**config.mk**
```make
export PLATFORM = sky130hd
export DESIGN_NAME = decode_stage
export DESIGN_NICKNAME = d
export VERILOG_FILES = /design/src/rtl/cpu_pkg.sv /design/src/rtl/imm_gen.sv /design/src/rtl/decode_stage.sv
export SDC_FILE = /design/constraint.sdc
export NUM_CORES = 1
export LEC_CHECK = 0
export CAP_MARGIN = 30
export CORE_MARGIN = 2
export CORE_UTILIZATION = 40
export CTS_CLUSTER_SIZE = 10
export DETAILED_ROUTE_END_ITERATION = 6
export PLACE_DENSITY = 0.74
export REMOVE_ABC_BUFFERS = 1
export SYNTH_ARGS = -nofsm -noshare
export SYNTH_HDL_FRONTEND = slang
export SYNTH_SLANG_ARGS = --single-unit
```
**constraint.sdc**
```tcl
create_clock -name clk -period 2.1 [get_ports clk]
set_input_delay 0.525 -clock clk [delete_from_list [all_inputs] [get_ports clk]]
set_output_delay 0.525 -clock clk [all_outputs]
set_load 0.005 [all_outputs]
```
**src/rtl/cpu_pkg.sv**
```systemverilog
// Shared decode definitions: opcodes, alu_op encoding, bubble word
// and the decode-to-execute bundle.
package cpu_pkg;

    localparam logic [31:0] NOP_INST = 32'h00000013;

    localparam logic [6:0] OPC_LUI    = 7'b0110111;
    localparam logic [6:0] OPC_AUIPC  = 7'b0010111;
    localparam logic [6:0] OPC_JAL    = 7'b1101111;
    localparam logic [6:0] OPC_JALR   = 7'b1100111;
    localparam logic [6:0] OPC_BRANCH = 7'b1100011;
    localparam logic [6:0] OPC_LOAD   = 7'b0000011;
    localparam logic [6:0] OPC_STORE  = 7'b0100011;
    localparam logic [6:0] OPC_OPIMM  = 7'b0010011;
    localparam logic [6:0] OPC_OP     = 7'b0110011;
    localparam logic [6:0] OPC_FENCE  = 7'b0001111;
    localparam logic [6:0] OPC_SYSTEM = 7'b1110011;

    typedef enum logic [4:0] {
        ALU_ADD    = 5'd0,
        ALU_SUB    = 5'd1,
        ALU_SLL    = 5'd2,
        ALU_SLT    = 5'd3,
        ALU_SLTU   = 5'd4,
        ALU_XOR    = 5'd5,
        ALU_SRL    = 5'd6,
        ALU_SRA    = 5'd7,
        ALU_OR     = 5'd8,
        ALU_AND    = 5'd9,
        ALU_PASSB  = 5'd10,
        ALU_MUL    = 5'd11,
        ALU_MULH   = 5'd12,
        ALU_MULHSU = 5'd13,
        ALU_MULHU  = 5'd14,
        ALU_DIV    = 5'd15,
        ALU_DIVU   = 5'd16,
        ALU_REM    = 5'd17,
        ALU_REMU   = 5'd18
    } alu_op_e;

    typedef enum logic [2:0] {
        FMT_R,
        FMT_I,
        FMT_S,
        FMT_B,
        FMT_U,
        FMT_J
    } fmt_e;

    typedef struct packed {
        logic        valid;
        logic [31:0] pc;
        logic [4:0]  rd;
        logic [31:0] imm;
        alu_op_e     alu_op;
        logic        reg_write;
        logic        mem_read;
        logic        mem_write;
        logic        branch;
        logic        jump;
        logic        illegal;
    } id_ex_t;

endpackage

```
**src/rtl/imm_gen.sv**
```systemverilog
// Immediate extraction for RV32I instruction formats.
// R-type (and anything without an immediate) yields zero.
module imm_gen
    import cpu_pkg::*;
(
    input  logic [31:0] inst,
    input  fmt_e        fmt,
    output logic [31:0] imm
);

    logic unused_opc;
    assign unused_opc = ^inst[6:0];

    // Sign-extend the immediate fields of the selected format
    always_comb begin
        imm = '0;
        unique case (fmt)
            FMT_I: imm = {{20{inst[31]}}, inst[31:20]};
            FMT_S: imm = {{20{inst[31]}}, inst[31:25], inst[11:7]};
            FMT_B: imm = {{19{inst[31]}}, inst[31], inst[7],
                          inst[30:25], inst[11:8], 1'b0};
            FMT_U: imm = {inst[31:12], 12'b0};
            FMT_J: imm = {{11{inst[31]}}, inst[31], inst[19:12],
                          inst[20], inst[30:21], 1'b0};
            default: imm = '0;
        endcase
    end

endmodule

```
**src/rtl/decode_stage.sv**
```systemverilog
// RV32I decode stage with load-use interlock, flush and hold.
// Define DECODE_RV32M_EN to decode the RV32M multiply/divide ops.
module decode_stage #(
    parameter logic [31:0] NOP_INST = cpu_pkg::NOP_INST
) (
    input  logic        clk,
    input  logic        rst_n,
    input  logic        inst_valid,
    input  logic [31:0] inst,
    input  logic [31:0] pc_in,
    input  logic        stall_in,
    input  logic        flush,
    output logic [4:0]  rs1i,
    output logic [4:0]  rs2i,
    output logic        stall_out,
    output logic        valid_out,
    output logic [31:0] pc_out,
    output logic [4:0]  rd_out,
    output logic [31:0] imm_out,
    output logic [4:0]  alu_op_out,
    output logic        reg_write_out,
    output logic        mem_read_out,
    output logic        mem_write_out,
    output logic        branch_out,
    output logic        jump_out,
    output logic        illegal_out
);

    import cpu_pkg::*;

    id_ex_t      q;
    id_ex_t      dec;
    fmt_e        fmt;
    logic [31:0] imm;
    logic [31:0] dinst;
    logic [6:0]  opc;
    logic [2:0]  f3;
    logic [6:0]  f7;
    logic        has_rd;
    logic        ill;
    logic        use1;
    logic        use2;
    logic        haz;
    logic        bubble;

    assign rs1i = inst[19:15];
    assign rs2i = inst[24:20];

    // Which source registers the fetched instruction really reads
    always_comb begin
        use1 = 1'b0;
        use2 = 1'b0;
        unique case (inst[6:0])
            OPC_JALR, OPC_LOAD, OPC_OPIMM: use1 = 1'b1;
            OPC_BRANCH, OPC_STORE, OPC_OP: begin
                use1 = 1'b1;
                use2 = 1'b1;
            end
            default: ;
        endcase
    end

    assign haz = q.valid & q.mem_read & (q.rd != 5'd0) & inst_valid &
                 ((use1 & (q.rd == inst[19:15])) |
                  (use2 & (q.rd == inst[24:20])));

    assign stall_out = ~flush & (stall_in | haz);
    assign bubble    = flush | haz | ~inst_valid;
    assign dinst     = bubble ? NOP_INST : inst;
    assign opc       = dinst[6:0];
    assign f3        = dinst[14:12];
    assign f7        = dinst[31:25];

    imm_gen u_imm_gen (
        .inst (dinst),
        .fmt  (fmt),
        .imm  (imm)
    );

    // Decode the selected word (real instruction or bubble) into controls
    always_comb begin
        dec        = '0;
        fmt        = FMT_R;
        has_rd     = 1'b0;
        ill        = 1'b0;
        dec.alu_op = ALU_ADD;
        unique case (opc)
            OPC_LUI: begin
                fmt        = FMT_U;
                has_rd     = 1'b1;
                dec.alu_op = ALU_PASSB;
            end
            OPC_AUIPC: begin
                fmt    = FMT_U;
                has_rd = 1'b1;
            end
            OPC_JAL: begin
                fmt      = FMT_J;
                has_rd   = 1'b1;
                dec.jump = 1'b1;
            end
            OPC_JALR: begin
                fmt      = FMT_I;
                has_rd   = 1'b1;
                dec.jump = 1'b1;
                ill      = (f3 != 3'b000);
            end
            OPC_BRANCH: begin
                fmt        = FMT_B;
                dec.branch = 1'b1;
                unique case (f3)
                    3'b000, 3'b001: dec.alu_op = ALU_SUB;
                    3'b100, 3'b101: dec.alu_op = ALU_SLT;
                    3'b110, 3'b111: dec.alu_op = ALU_SLTU;
                    default:        ill = 1'b1;
                endcase
            end
            OPC_LOAD: begin
                fmt          = FMT_I;
                has_rd       = 1'b1;
                dec.mem_read = 1'b1;
                ill = (f3 == 3'b011) | (f3 == 3'b110) | (f3 == 3'b111);
            end
            OPC_STORE: begin
                fmt           = FMT_S;
                dec.mem_write = 1'b1;
                ill = (f3 > 3'b010);
            end
            OPC_OPIMM: begin
                fmt    = FMT_I;
                has_rd = 1'b1;
                unique case (f3)
                    3'b000: dec.alu_op = ALU_ADD;
                    3'b010: dec.alu_op = ALU_SLT;
                    3'b011: dec.alu_op = ALU_SLTU;
                    3'b100: dec.alu_op = ALU_XOR;
                    3'b110: dec.alu_op = ALU_OR;
                    3'b111: dec.alu_op = ALU_AND;
                    3'b001: begin
                        dec.alu_op = ALU_SLL;
                        ill        = (f7 != 7'h00);
                    end
                    default: begin
                        dec.alu_op = (f7 == 7'h20) ? ALU_SRA : ALU_SRL;
                        ill        = (f7 != 7'h00) & (f7 != 7'h20);
                    end
                endcase
            end
            OPC_OP: begin
                fmt    = FMT_R;
                has_rd = 1'b1;
                unique case ({f7, f3})
                    {7'h00, 3'b000}: dec.alu_op = ALU_ADD;
                    {7'h20, 3'b000}: dec.alu_op = ALU_SUB;
                    {7'h00, 3'b001}: dec.alu_op = ALU_SLL;
                    {7'h00, 3'b010}: dec.alu_op = ALU_SLT;
                    {7'h00, 3'b011}: dec.alu_op = ALU_SLTU;
                    {7'h00, 3'b100}: dec.alu_op = ALU_XOR;
                    {7'h00, 3'b101}: dec.alu_op = ALU_SRL;
                    {7'h20, 3'b101}: dec.alu_op = ALU_SRA;
                    {7'h00, 3'b110}: dec.alu_op = ALU_OR;
                    {7'h00, 3'b111}: dec.alu_op = ALU_AND;
`ifdef DECODE_RV32M_EN
                    {7'h01, 3'b000}: dec.alu_op = ALU_MUL;
                    {7'h01, 3'b001}: dec.alu_op = ALU_MULH;
                    {7'h01, 3'b010}: dec.alu_op = ALU_MULHSU;
                    {7'h01, 3'b011}: dec.alu_op = ALU_MULHU;
                    {7'h01, 3'b100}: dec.alu_op = ALU_DIV;
                    {7'h01, 3'b101}: dec.alu_op = ALU_DIVU;
                    {7'h01, 3'b110}: dec.alu_op = ALU_REM;
                    {7'h01, 3'b111}: dec.alu_op = ALU_REMU;
`endif
                    default: ill = 1'b1;
                endcase
            end
            OPC_FENCE, OPC_SYSTEM: ;
            default: ill = 1'b1;
        endcase

        if (ill) begin
            has_rd        = 1'b0;
            fmt           = FMT_R;
            dec.alu_op    = ALU_ADD;
            dec.mem_read  = 1'b0;
            dec.mem_write = 1'b0;
            dec.branch    = 1'b0;
            dec.jump      = 1'b0;
        end

        dec.valid     = ~bubble;
        dec.pc        = bubble ? 32'd0 : pc_in;
        dec.rd        = has_rd ? dinst[11:7] : 5'd0;
        dec.imm       = imm;
        dec.reg_write = has_rd & (dinst[11:7] != 5'd0);
        dec.illegal   = ill;
    end

    // Output register: flush always loads, stall_in otherwise holds
    always_ff @(posedge clk or negedge rst_n) begin
        if (!rst_n) begin
            q <= '0;
        end else if (flush || !stall_in) begin
            q <= dec;
        end
    end

    assign valid_out     = q.valid;
    assign pc_out        = q.pc;
    assign rd_out        = q.rd;
    assign imm_out       = q.imm;
    assign alu_op_out    = q.alu_op;
    assign reg_write_out = q.reg_write;
    assign mem_read_out  = q.mem_read;
    assign mem_write_out = q.mem_write;
    assign branch_out    = q.branch;
    assign jump_out      = q.jump;
    assign illegal_out   = q.illegal;

endmodule
```
==> results.ini, run 1 <==
[synthesis]
synth_ff_type=dfrtp_1
synth-seq-area-share=0.486
synth_most_common_cell=nand2_1
synth-seq-cells=80
syn-cell-area_mm2=0.00412
post-synth-top-area-fraction=0.486
synth_edf_count=0
yosys_warnings=0
synth_cells=446
async_reset_ff_frac=1.00
synth_area_leaders=dfrtp_1 49%, nand2_1 10%, o21ai_0 6.3%, buf_4 3.1%, a221o_1 2.7%
synth_common_cells=110 x nand2_1, 80 x dfrtp_1, 52 x o21ai_0, 22 x clkbuf_1
synth.avg_cell_area_um2=9.23
yosysUniqueCellTypes=63
synth_area_leader_cell=dfrtp_1

[global_routing]
overflow=0
grt_pass1_vias=4169
grt_use_total=0.246
grt_pass1_wl_um=21700
antenna_found_initial=0
grt_max_degree=53

[floorplan]
boundaryPins=161
rows=37
core_area_mm2=0.0101
start_util=0.406
die-area_mm2=0.0111
die_h_um=105
die_w_um=105

[power_and_ir_drop]
seqPwrFrac=0.461
ir_drop_v=0.000357
internal-power_mw=2.57
clockPowerShare=0.364
comb_power_share=0.175
p_switching_mw=0.895
p_sw_frac=0.258
p_per_area_mw_per_mm2=519
total_leakage_power_nw=2.95

[worst_setup_path]
crit_chain=buf_6, or4_4, or4b_4, a311oi_2, nor4b_4, nand3_2, nor3_4, a22o_1
cp-end-kind=register
rr_worst_depth=8
worstSetupPathType=in -> reg
critPathMaxFanout=5
endpoint=rd_out[1]
cp-startpoint=inst[31]
cp.arrival_ps=2910
critPathRequiredTime_ps=2390
slowest_stage=or4_4
reg2reg_slack_ps=-210
startpoint_type=input pin
slowest_delay_ps=530
r2r_start=rd_out[1]
r2r-end=imm_out[21]

[route]
wl_per_cell_um=17.1
first_iter_violations=219
vias=4270
detail_route.first_pass.iterations=5
drc=0
via_per_inst=5.40
ant_nets=0
routed_wirelength_um=13500

[place]
placedInstanceArea_mm2=0.00625
hpwl_um=9980
placedCellCount=773
gp_congestion=0.875
io_buffers=159
place_worst_setup_slack_ps=-1360

[sta]
hold_viol_final=0
clock.fmax_mhz=383
finClkSkew_ps=10.7
setup_slack_ps=-514
tightestPinTransition_ps=880
grt_setup_unrepaired=yes
drv_slew=0
setup-violations-final=80
fin_crit_sh=1.24
maxSlewHeadroom=0.398
fin_crit_ps=2610

[cts]
cts.sinks=80
cts_buffer_depth=2
cts_root_buffer=clkbuf_8
numCtsBuffers=9
path_clk_slew_ps=90
clock_latency_ps=360
cts_tree=yes
h-tree-depth=3

[min_path]
hold_class=in -> async

[final_layout]
nFillCells=777
nets=720
synthToLayoutAreaGrowth_pct=62.0
design_area_mm2=0.00667
n_antenna_cell=0
drive_above_1_share=0.220
stdcell_count=791

[status]
run_status=finished with violations
violations=setup timing

[flow_run]
drv_cap=0

per-layer routing:
| layer | wire length (µm) | part of all wire | GRT usage | vias to the layer above |
|---|---|---|---|---|
| li1 | - | - | - | 1978 |
| met1 | 5610 | 0.41 | 0.320 | 2058 |
| met2 | 6560 | 0.48 | 0.406 | 207 |
| met3 | 1130 | 0.083 | 0.0550 | 27 |
| met4 | 248 | 0.018 | 0.0819 | 0 |
| met5 | 0 | 0 | 0 | - |
cell type report:
cell class / instances / area (µm²) / share of cell area
Sequential cell: 80 / 2000 / 0.300
Timing Repair Buffer: 237 / 2230 / 0.334
Clock buffer: 9 / 124 / 0.0186
Inverter: 4 / 15.0 / 0.00225
Multi-Input combinational cell: 319 / 2040 / 0.306
Clock inverter: 6 / 92.6 / 0.0139
Tap cell: 136 / 170 / 0.0255
through the flow:
| step | hold WS (ps) | power, mW | setup TNS (ps) | util |
|---|---|---|---|---|
| 2_1_floorplan | 229 | 1.78 | -151870 | - |
| 3_3_place_gp | 462 | 2.21 | -80000 | 0.616 |
| 3_5_place_dp | 471 | 2.22 | -86120 | 0.616 |
| 4_1_cts | 90.4 | 3.48 | -24700 | 0.650 |
| 5_1_grt | 106 | 3.60 | -28900 | 0.658 |
| 6_report | 83.9 | 3.46 | -22230 | 0.658 |
worst min-delay path by stage:
stage | startpoint | endpoint | slack [ps]
detailed placement | pc_out[22] | pc_out[22] | 470
CTS | rst_n | pc_out[5] | 90
global route | rst_n | pc_out[5] | 110
finish | rst_n | pc_out[5] | 80
floorplan | rst_n | alu_op_out[0] | 230
global placement | pc_out[20] | pc_out[20] | 460
state kept, by name (all words and copies together), names as in the netlist:
signal         cells
imm_out           32
pc_out            32
rd_out             5
alu_op_out         4
branch_out         1
illegal_out        1
jump_out           1
mem_read_out       1
mem_write_out      1
reg_write_out      1
valid_out          1
worst max-delay path, delay by kind of cell:
family | cells | cell delay [ps]
buffers and inverters | 1 | 90
AOI/OAI and AO/OA | 2 | 440
and+or+nand+nor | 5 | 1840
power by group through the flow:
stage | clock network [mW] | registers, mW | logic, mW
3_5_place_dp | 0 | 1.63 | 0.591
2_1_floorplan | 0 | 1.63 | 0.148
6_report | 1.26 | 1.60 | 0.606
5_1_grt | 1.34 | 1.60 | 0.657
4_1_cts | 1.29 | 1.60 | 0.598
3_3_place_gp | 0 | 1.63 | 0.581
kinds of logic after synthesis:
kind of cell | Yosys count | share of synthesized area
compound gates | 129 | 0.217
xor+xnor | 12 | 0.0255
buf+inv | 48 | 0.0663
flops | 80 | 0.486
mux | 1 | 0.00274
other cells | 1 | 0.000911
simple gates | 175 | 0.202
placed cells by master (no fill, tap or decap), drive strengths merged, types with 10 or more instances in the layout:
cell type	netlist	final
clkdlybuf4s50	0	139
nand2	110	110
buf	21	84
dfrtp	80	80
o21ai	52	52
nor2	17	17
dlygate4sd2	0	14
a221o	12	12
a22oi	10	10
a21oi	10	10
repair_timing:
item | 4_1_cts | 5_1_grt
pin swaps | 33 | 8
hold buffers | 0 | 0
cloned | 1 | 0
setup buffers | 3 | 0
endpoints found under the setup margin | 91 | 81
resized for setup | 77 | 20
Power figures use the tool's default switching activity.
==> run 2: changes to the inputs <==
Settings changed: CTS_CLUSTER_SIZE 10 to 25.
==> results of run 2 <==
Final layout, timing and power as in run 1 (identical DEF).
==> run 3: changes to the inputs <==
Settings changed: PLACE_DENSITY 0.74 to 0.87.
==> run 3 against run 2 <==
The flow still finishes with violations (setup timing). Count of clock-buffer cells in the layout unchanged. Via count up 6.9%. Combinational power up 8.3%. Sequential power about the same. Total power down 4.2%. Clock power down 15%. Highest routed layer unchanged. Wire length up 9.1%. Critical path depth unchanged. Maximum frequency down 0.94%. Register-to-register slack worse by 60 ps. First-iteration DRC count up 69%. Critical path type unchanged.
==> results.ini, run 3 (same netlist as run 1, synthesis figures left out) <==
[status]
run_status=finished with violations  ; unchanged
violations=setup timing  ; unchanged

[flow_run]
drv_cap=0  ; unchanged

[global_routing]
antenna_found_initial=0  ; unchanged
grt_max_degree=43  ; was 53
grt_use_total=0.261  ; was 0.246
grt_pass1_wl_um=23200  ; was 21700 µm
overflow=0  ; unchanged
grt_pass1_vias=4638  ; was 4169

[worst_setup_path]
worstSetupPathType=in -> reg  ; unchanged
cp-end-kind=register  ; unchanged
slowest_stage=or4_4  ; unchanged
cp_top_family=simple AND/OR/NAND/NOR gates  ; unchanged
critPathBufInv=2  ; was 1
reg2reg_slack_ps=-270  ; was -210 ps
r2r-end=imm_out[25]  ; was imm_out[21]
startpoint_type=input pin  ; unchanged
cp.arrival_ps=2920  ; was 2910 ps
critPathMaxFanout=6  ; was 5
critPathRequiredTime_ps=2390  ; about the same
r2r_start=rd_out[0]  ; was rd_out[1]
slowest_delay_ps=530  ; about the same
crit_chain=buf_6, or4_4, or4b_4, a311oi_4, nor4b_4, buf_4, nand4_1, o21ai_1  ; was buf_6, or4_4, or4b_4, a311oi_2, nor4b_4, nand3_2, nor3_4, a22o_1
rr_worst_depth=8  ; unchanged

[place]
placedCellCount=784  ; was 773
io_buffers=159  ; unchanged
hpwl_um=10400  ; was 9980 µm
gp_congestion=0.942  ; was 0.875

[floorplan]
die_h_um=105  ; unchanged
rows=37  ; unchanged
core_area_mm2=0.0101  ; unchanged
die_w_um=105  ; unchanged
die-area_mm2=0.0111  ; unchanged
boundaryPins=161  ; unchanged
start_util=0.406  ; unchanged

[sta]
fin_crit_ps=2640  ; was 2610 ps
fin_crit_sh=1.26  ; was 1.24
drv_slew=0  ; unchanged
tightestPinTransition_ps=802  ; was 880 ps
holdWs_ps=121  ; was 83.9 ps
fin_tns_setup_ps=-19420  ; was -22230 ps
maxSlewHeadroom=0.452  ; was 0.398
grt_setup_unrepaired=yes  ; unchanged
clock.fmax_mhz=379  ; was 383 MHz
setup-violations-final=48  ; was 80
setup_slack_ps=-539  ; was -514 ps
finClkSkew_ps=13.2  ; was 10.7 ps
hold_viol_final=0  ; unchanged

[final_layout]
stdcell_count=809  ; was 791
mostFrequentLayoutCells=137 x clkdlybuf4s50_1, 100 x nand2_1, 84 x buf_4, 78 x dfrtp_1, 29 x o21ai_0  ; was 139 x clkdlybuf4s50_1, 101 x nand2_1, 80 x dfrtp_1, 66 x buf_4, 38 x o21ai_0
nets=737  ; was 720
drive_above_1_share=0.263  ; was 0.220
n_antenna_cell=0  ; unchanged
synthToLayoutAreaGrowth_pct=67.5  ; was 62.0%
final_common_cell=clkdlybuf4s50_1  ; unchanged

[route]
first_iter_violations=370  ; was 219
routed_wirelength_um=14800  ; was 13500 µm
wl_per_cell_um=18.3  ; was 17.1 µm
detail_route.first_pass.iterations=5  ; unchanged
drc=0  ; unchanged
vias=4563  ; was 4270
via_per_inst=5.64  ; was 5.40
ant_nets=0  ; unchanged

[cts]
cts_buffer_depth=2  ; unchanged
cts_tree=yes  ; unchanged
path_clk_slew_ps=90  ; about the same
clock_latency_ps=370  ; was 360 ps
h-tree-depth=3  ; unchanged
numCtsBuffers=9  ; unchanged
cts_root_buffer=clkbuf_8  ; unchanged
cts.sinks=80  ; unchanged

[power_and_ir_drop]
power.total_mw=3.32  ; was 3.46 mW
total_leakage_power_nw=3.06  ; was 2.95 nW
ir_drop_v=0.000245  ; was 0.000357 V
p_per_area_mw_per_mm2=481  ; was 519 mW/mm²

[min_path]
hold_class=in -> async  ; unchanged

## run 3: changes by cell type in the layout (fill, tap and decap cells not counted), sizes merged, moves of 2 or more
cell           previous run  this run
buf                      84       101
bufinv                    2         0
clkbuf                    9        11
clkdlybuf4s50           139       137
clkinv                    0         3
## run 3: what timing repair did
| action | CTS | global route |
|---|---|---|
| gates resized for setup | 78 | 58 |
| buffers inserted | 5 | 4 |
| endpoints found under the setup margin | 91 | 81 |
| hold buffers | 0 | 0 |
| gates cloned | 1 | 1 |
| pin swaps | 26 | 20 |
## run 3: area by class of cell
cell class	count	area, µm²
fillers	707	3240
repair buffers	255	2380
multi-input cells	318	2150
flip-flops and latches	80	2000
well taps	136	170
clock buffers	9	124
clock inverters	7	55.1
inverters	4	15.0
## run 3: stage by stage
step	util	setup WS, ps	area [µm²]
final	0.680	-539	6900
after global routing	0.680	-643	6900
after CTS	0.659	-579	6680
after detailed placement	0.623	-1370	6320
after global placement	0.623	-1230	6320
after floorplan	-	-2770	3860
## run 3: how the worst max path moves through the flow
stage             start          end  cells after the start
3_3_place_gp   inst[27]    rd_out[1]                      8
3_5_place_dp   inst[27]     jump_out                      8
5_1_grt        inst[27]   imm_out[9]                      8
4_1_cts        inst[31]  imm_out[10]                      8
6_report       inst[27]   imm_out[8]                      8
2_1_floorplan  stall_in  imm_out[27]                      4
## run 3: metal layers
| metal | vias up | track usage | routed length (µm) |
|---|---|---|---|
| met2 | 298 | 0.440 | 7310 |
| li1 | 2012 | - | - |
| met4 | 0 | 0.116 | 526 |
| met1 | 2194 | 0.319 | 5640 |
| met5 | - | 0 | 0 |
| met3 | 59 | 0.0588 | 1310 |
## run 3: report_power, final
group | internal (mW) | leakage [nW] | switching [mW]
sequential | 1.58 | 1.10 | 0.0217
clock | 0.443 | 0.0919 | 0.624
combinational | 0.345 | 1.87 | 0.311
total | 2.36 | 3.06 | 0.956
